File: src/rtl/arm_pkg.sv
// Shared definitions for the ARM core pipeline: flag positions, default widths
// and the EXE->MEM control bundle.
package arm_pkg;

   localparam int DATA_W_DEFAULT = 32;
   localparam int REG_W_DEFAULT  = 4;

   // Bit positions inside the {Z,C,N,V} status register
   localparam int SR_Z = 3;
   localparam int SR_C = 2;
   localparam int SR_N = 1;
   localparam int SR_V = 0;

   typedef struct packed {
      logic                     wb_en;
      logic                     mem_r_en;
      logic                     mem_w_en;
      logic [REG_W_DEFAULT-1:0] dest;
   } exe_mem_ctrl_t;

   // Clears the side-effecting enables of a bundle unless it belongs to a live instruction
   function automatic exe_mem_ctrl_t gate_ctrl(input exe_mem_ctrl_t ctrl, input logic live);
      exe_mem_ctrl_t res;
      res          = ctrl;
      res.wb_en    = ctrl.wb_en & live;
      res.mem_r_en = ctrl.mem_r_en & live;
      res.mem_w_en = ctrl.mem_w_en & live;
      return res;
   endfunction

endpackage

File: src/rtl/exe_mem_reg_status.sv
// Architectural {Z,C,N,V} status register: 4-bit register with load enable and
// asynchronous active-low reset.
module status_reg
   import arm_pkg::*;
(
   input  logic       clk,
   input  logic       rst,
   input  logic       load_en,
   input  logic [3:0] d,
   output logic [3:0] q
);

   always_ff @(posedge clk or negedge rst) begin
      if (!rst) begin
         q <= 4'b0000;
      end else if (load_en) begin
         q <= d;
      end
   end

endmodule

File: src/rtl/exe_mem_reg.sv
// EXE->MEM pipeline register with stall/squash and the architectural flags.
// Optional performance counters are enabled by defining EXE_MEM_PERF_EN.
module exe_mem_reg
   import arm_pkg::*;
#(
   parameter int DATA_W = DATA_W_DEFAULT,
   parameter int REG_W  = REG_W_DEFAULT
)(
   input  logic              clk,
   input  logic              rst,
   input  logic              valid_in,
   input  logic [DATA_W-1:0] alu_result,
   input  logic [3:0]        sr_alu,
   input  logic              s_bit,
   input  logic [DATA_W-1:0] val_rm,
   input  logic [REG_W-1:0]  dest,
   input  logic              wb_en,
   input  logic              mem_r_en,
   input  logic              mem_w_en,
   input  logic [DATA_W-1:0] pc_in,
   input  logic              freeze,
   input  logic              flush,
   output logic              valid_q,
   output logic [DATA_W-1:0] alu_result_q,
   output logic [DATA_W-1:0] val_rm_q,
   output logic [DATA_W-1:0] pc_q,
   output logic [REG_W-1:0]  dest_q,
   output logic              wb_en_q,
   output logic              mem_r_en_q,
   output logic              mem_w_en_q,
   output logic [3:0]        sr,
   output logic [REG_W-1:0]  fwd_dest,
   output logic              fwd_wb_en
`ifdef EXE_MEM_PERF_EN
   ,
   output logic [31:0]       perf_retired,
   output logic [31:0]       perf_squashed
`endif
);

   exe_mem_ctrl_t ctrl_in;
   exe_mem_ctrl_t ctrl_q;
   logic          load;
   logic          sr_load;

   // The control bundle carries dest at the package's register-index width
   assign ctrl_in.wb_en    = wb_en;
   assign ctrl_in.mem_r_en = mem_r_en;
   assign ctrl_in.mem_w_en = mem_w_en;
   assign ctrl_in.dest     = dest;

   assign load    = ~flush & ~freeze;
   assign sr_load = valid_in & s_bit & load;

   always_ff @(posedge clk or negedge rst) begin
      if (!rst) begin
         valid_q      <= 1'b0;
         ctrl_q       <= '0;
         alu_result_q <= '0;
         val_rm_q     <= '0;
         pc_q         <= '0;
      end else if (flush) begin
         valid_q <= 1'b0;
         ctrl_q  <= gate_ctrl(ctrl_q, 1'b0);
      end else if (!freeze) begin
         valid_q      <= valid_in;
         ctrl_q       <= gate_ctrl(ctrl_in, valid_in);
         alu_result_q <= alu_result;
         val_rm_q     <= val_rm;
         pc_q         <= pc_in;
      end
   end

   status_reg u_status_reg (
      .clk     (clk),
      .rst     (rst),
      .load_en (sr_load),
      .d       (sr_alu),
      .q       (sr)
   );

   assign dest_q     = ctrl_q.dest;
   assign wb_en_q    = ctrl_q.wb_en;
   assign mem_r_en_q = ctrl_q.mem_r_en;
   assign mem_w_en_q = ctrl_q.mem_w_en;
   assign fwd_dest   = ctrl_q.dest;
   assign fwd_wb_en  = ctrl_q.wb_en;

`ifdef EXE_MEM_PERF_EN
   always_ff @(posedge clk or negedge rst) begin
      if (!rst) begin
         perf_retired  <= '0;
         perf_squashed <= '0;
      end else begin
         if (load && valid_in) begin
            perf_retired <= perf_retired + 32'd1;
         end
         if (flush && valid_in) begin
            perf_squashed <= perf_squashed + 32'd1;
         end
      end
   end
`endif

endmodule

File: config.mk
export PLATFORM = sky130hd
export DESIGN_NAME = exe_mem_reg
export DESIGN_NICKNAME = d
export VERILOG_FILES = /design/src/rtl/arm_pkg.sv /design/src/rtl/exe_mem_reg_status.sv /design/src/rtl/exe_mem_reg.sv
export SDC_FILE = /design/constraint.sdc
export NUM_CORES = 1
export LEC_CHECK = 0
export BUFFER_PORTS_ARGS = -buffer_cell sky130_fd_sc_hd__buf_4
export CAP_MARGIN = 40
export CORE_MARGIN = 2
export CORE_UTILIZATION = 48
export DETAILED_ROUTE_END_ITERATION = 8
export MAX_ROUTING_LAYER = met4
export PLACE_DENSITY = 0.85
export RECOVER_POWER = 50
export SLEW_MARGIN = 20
export SYNTH_ARGS = -nofsm -noshare
export SYNTH_HDL_FRONTEND = slang
export SYNTH_SLANG_ARGS = --single-unit
File: constraint.sdc
create_clock -name clk -period 2.9 [get_ports clk]
set_clock_uncertainty 0.2 [all_clocks]
set_input_delay 0.145 -clock clk [delete_from_list [all_inputs] [get_ports clk]]
set_output_delay 0.145 -clock clk [all_outputs]
set_load 0.01 [all_outputs]
==> results.sh <==
export IMPL_status="finished clean"
export IMPL_min_period_over_period_pct=78.8
export IMPL_syn_inst=242
export IMPL_port_buffers=225
export IMPL_drc=0
export IMPL_netlist_area_sq_um=4150
export IMPL_ys_ff_latch=108
export IMPL_worst_setup_path_type="in2async"
export IMPL_cp_cell_sequence="dlygate4sd3_1 > dlygate4sd3_1 > clkbuf_1 > buf_16 > buf_4"
export IMPL_power_density_nw_per_um2=554
export IMPL_n_fill_cell=509
export IMPL_finalSetupViolCount=0
export IMPL_power_static_leakage_nw=3.02
export IMPL_wl_per_cell_um=19.6
export IMPL_crit_fanout=60
export IMPL_cts_made_buffers=9
export IMPL_critPathLaunchType="input port"
export IMPL_placed_cell_area_sq_um=5860
export IMPL_hpwl_um=7490
export IMPL_finalHoldWorstSlack_ns=0.0989
export IMPL_final_area_sq_um=6850
export IMPL_slew_viol_final=0
export IMPL_clockRootBuffer="clkbuf_8"
export IMPL_viasPerCell=4.97
export IMPL_avgSynthCellArea_sq_um=17.1
export IMPL_clockBufferDepth=2
export IMPL_tightestPinTransition_ns=0.824
export IMPL_drt_initial_drc_count=102
export IMPL_routed_wl_um=13600
export IMPL_max_cap_violations=0
export IMPL_syn_nets=355
export IMPL_yosys_warnings=0
export IMPL_grt_busiest_layer="met2"
export IMPL_nets=695
export IMPL_grt_first_pass_wirelength_um=20200
export IMPL_dieArea_sq_um=9400
export IMPL_irDropWorstVdd_v=0.000422
export IMPL_grtUsageMet2_pct=53.2
export IMPL_final_layout_size_suffix_gt1_share_pct=38.8
export IMPL_die_h_um=96.9
export IMPL_cp_slowest_cell="clkbuf_1"
export IMPL_die_w_um=96.9
export IMPL_hold_viol_final=0
export IMPL_clock_latency_ns=0.34
export IMPL_timing_critical_path_slowest_cell_delay_ns=0.63
export IMPL_post_route_min_period_ns=2.28
export IMPL_grt_pass1_vias=3911
export IMPL_grt_overflow=0
export IMPL_cpMostUsedCell="dlygate4sd3_1"
export IMPL_hold_class="in2reg"
export IMPL_layout_area_overhead_vs_synth_pct=65.1
export IMPL_antenna_found_initial=2
export IMPL_cts_tree="yes"
export IMPL_cts_sinks=108
export IMPL_netlist_cell_type_count=12
export IMPL_crit_required_ns=3.22
export IMPL_grt_use_total_pct=28.2
export IMPL_crit_path_end_kind="async pin"
export IMPL_routabilityCongestion=0.781
export IMPL_rsz0062_at_grt="false"
export IMPL_grt_use_met3_pct=4.41
export IMPL_max_freq_mhz=438
export IMPL_relSlewSlack_pct=45.1
export IMPL_crit_arrival_ns=2.61
export IMPL_via_count=3452
export IMPL_drt_pre_antenna_iters=4
export IMPL_io_pin_count=226
export IMPL_antenna_left=0
export IMPL_fp_coreArea_sq_um=8300
export IMPL_cts_htree_levels=3
export IMPL_initial_core_util_pct=50.0
export IMPL_clk_pin_slew_worst_paths_ns=0.10
export IMPL_fin_tns_setup_ns=0
export IMPL_met1_usage_pct=29.2
export IMPL_crit_family="buffers and inverters"
export IMPL_grt_start_max_net_pins=71
export IMPL_cp_num_buf_inv=5
export IMPL_num_rows=33
export IMPL_ys_seq_area_share_pct=65.2
==> state kept, by name, indices dropped and copies added (netlist names) <==
signal	count
dest_q	4
val_rm_q	32
mem_w_en_q	1
fwd_wb_en	1
valid_q	1
pc_q	32
mem_r_en_q	1
alu_result_q	32
u_status_reg.q	4
==> worst min-delay path: cells and delay by family <==
kind	cells	cell delay [ns]
buf+inv	1	0.18
mux	1	0.22
simple gates	1	0.09
==> final timing paths <==
check	startpoint	end	slack (ns)	cells after the start
setup / recovery	rst	val_rm_q[26]	0.62	5
hold / removal	freeze	u_status_reg.q[0]	0.1	3
setup reg to reg	valid_q	valid_q	1.42	3
hold reg to reg	pc_q[8]	pc_q[8]	0.32	1
max in group clk	valid_in	fwd_wb_en	0.82	6
min in group asynchronous	rst	dest_q[1]	0.76	3
==> layer usage <==
layer / wire [um] / part of all wire [%]
met5: 0 / 0
met4: 438 / 3.2
met3: 593 / 4.3
met2: 7860 / 58
met1: 4750 / 35
==> stage by stage <==
step                      utilization, %  cells  setup slack [ns]  total power [mW]
final                               82.5    695             0.616              3.80
after global routing                82.5    694             0.442              3.95
after CTS                           87.1    690             0.865              3.93
after detailed placement            70.6    559              1.09              2.80
after global placement              70.6    559              1.14              2.76
after floorplan                        -    242              1.57              2.24
==> final cells by class <==
class | instances | area (sq um) | share of cell area, %
well taps | 105 | 131 | 1.92
multi-input cells | 117 | 1280 | 18.7
clock inverters | 7 | 98.8 | 1.44
flip-flops and latches | 108 | 2700 | 39.5
clock buffers | 9 | 124 | 1.81
repair buffers | 346 | 2500 | 36.6
diodes | 3 | 7.51 | 0.110
==> kinds of logic (layout without fill, tap and decap cells) <==
family | Yosys count | after routing | share of synthesized area [%]
AOI/OAI and AO/OA | 3 | 3 | 0.362
and+or+nand+nor | 9 | 9 | 1.99
DFF | 108 | 108 | 65.2
buffers and inverters | 17 | 362 | 3.98
muxes | 105 | 105 | 28.5
other | 0 | 3 | 0
==> power by group <==
part           switching [mW]  internal (mW)  total (mW)  leakage [nW]
Clock                   0.537          0.494        1.03         0.110
Combinational           0.427          0.475       0.901          1.63
Sequential              0.138           1.73        1.86          1.28
==> cells in the final DEF, fill, tap and decap left out <==
cell,Yosys,routed
a21oi_1,3,3
buf_12,0,2
buf_16,0,1
buf_4,7,113
bufinv_16,0,2
clkbuf_1,0,114
clkbuf_8,0,9
clkinv_2,0,1
clkinv_4,0,1
clkinvlp_4,0,1
dfrtp_1,108,108
diode_2,0,3
dlygate4sd3_1,0,116
inv_6,0,2
mux2_1,10,10
mux2_2,94,94
mux2i_1,1,1
nand2_1,3,3
nand3b_1,3,3
nor2_1,1,1
nor2_8,1,1
nor4bb_4,1,1
==> Yosys cell counts <==
cell type,n,area (sq um)
nor4bb_4,1,25.0
nor2_1,1,3.75
nand2_1,3,11.3
nor2_8,1,20.0
mux2_2,94,1060
buf_4,7,52.6
mux2i_1,1,10.0
mux2_1,10,113
nand3b_1,3,22.5
a21oi_1,3,15.0
buf_6,10,113
dfrtp_1,108,2700
==> timing repair <==
item                      in CTS  in global routing
hold endpoints to repair     176                  9
setup buffers                  0                  0
hold buffers                 115                  1
gates resized for setup        0                  0
No activity file was read; power rests on OpenSTA's default activity.
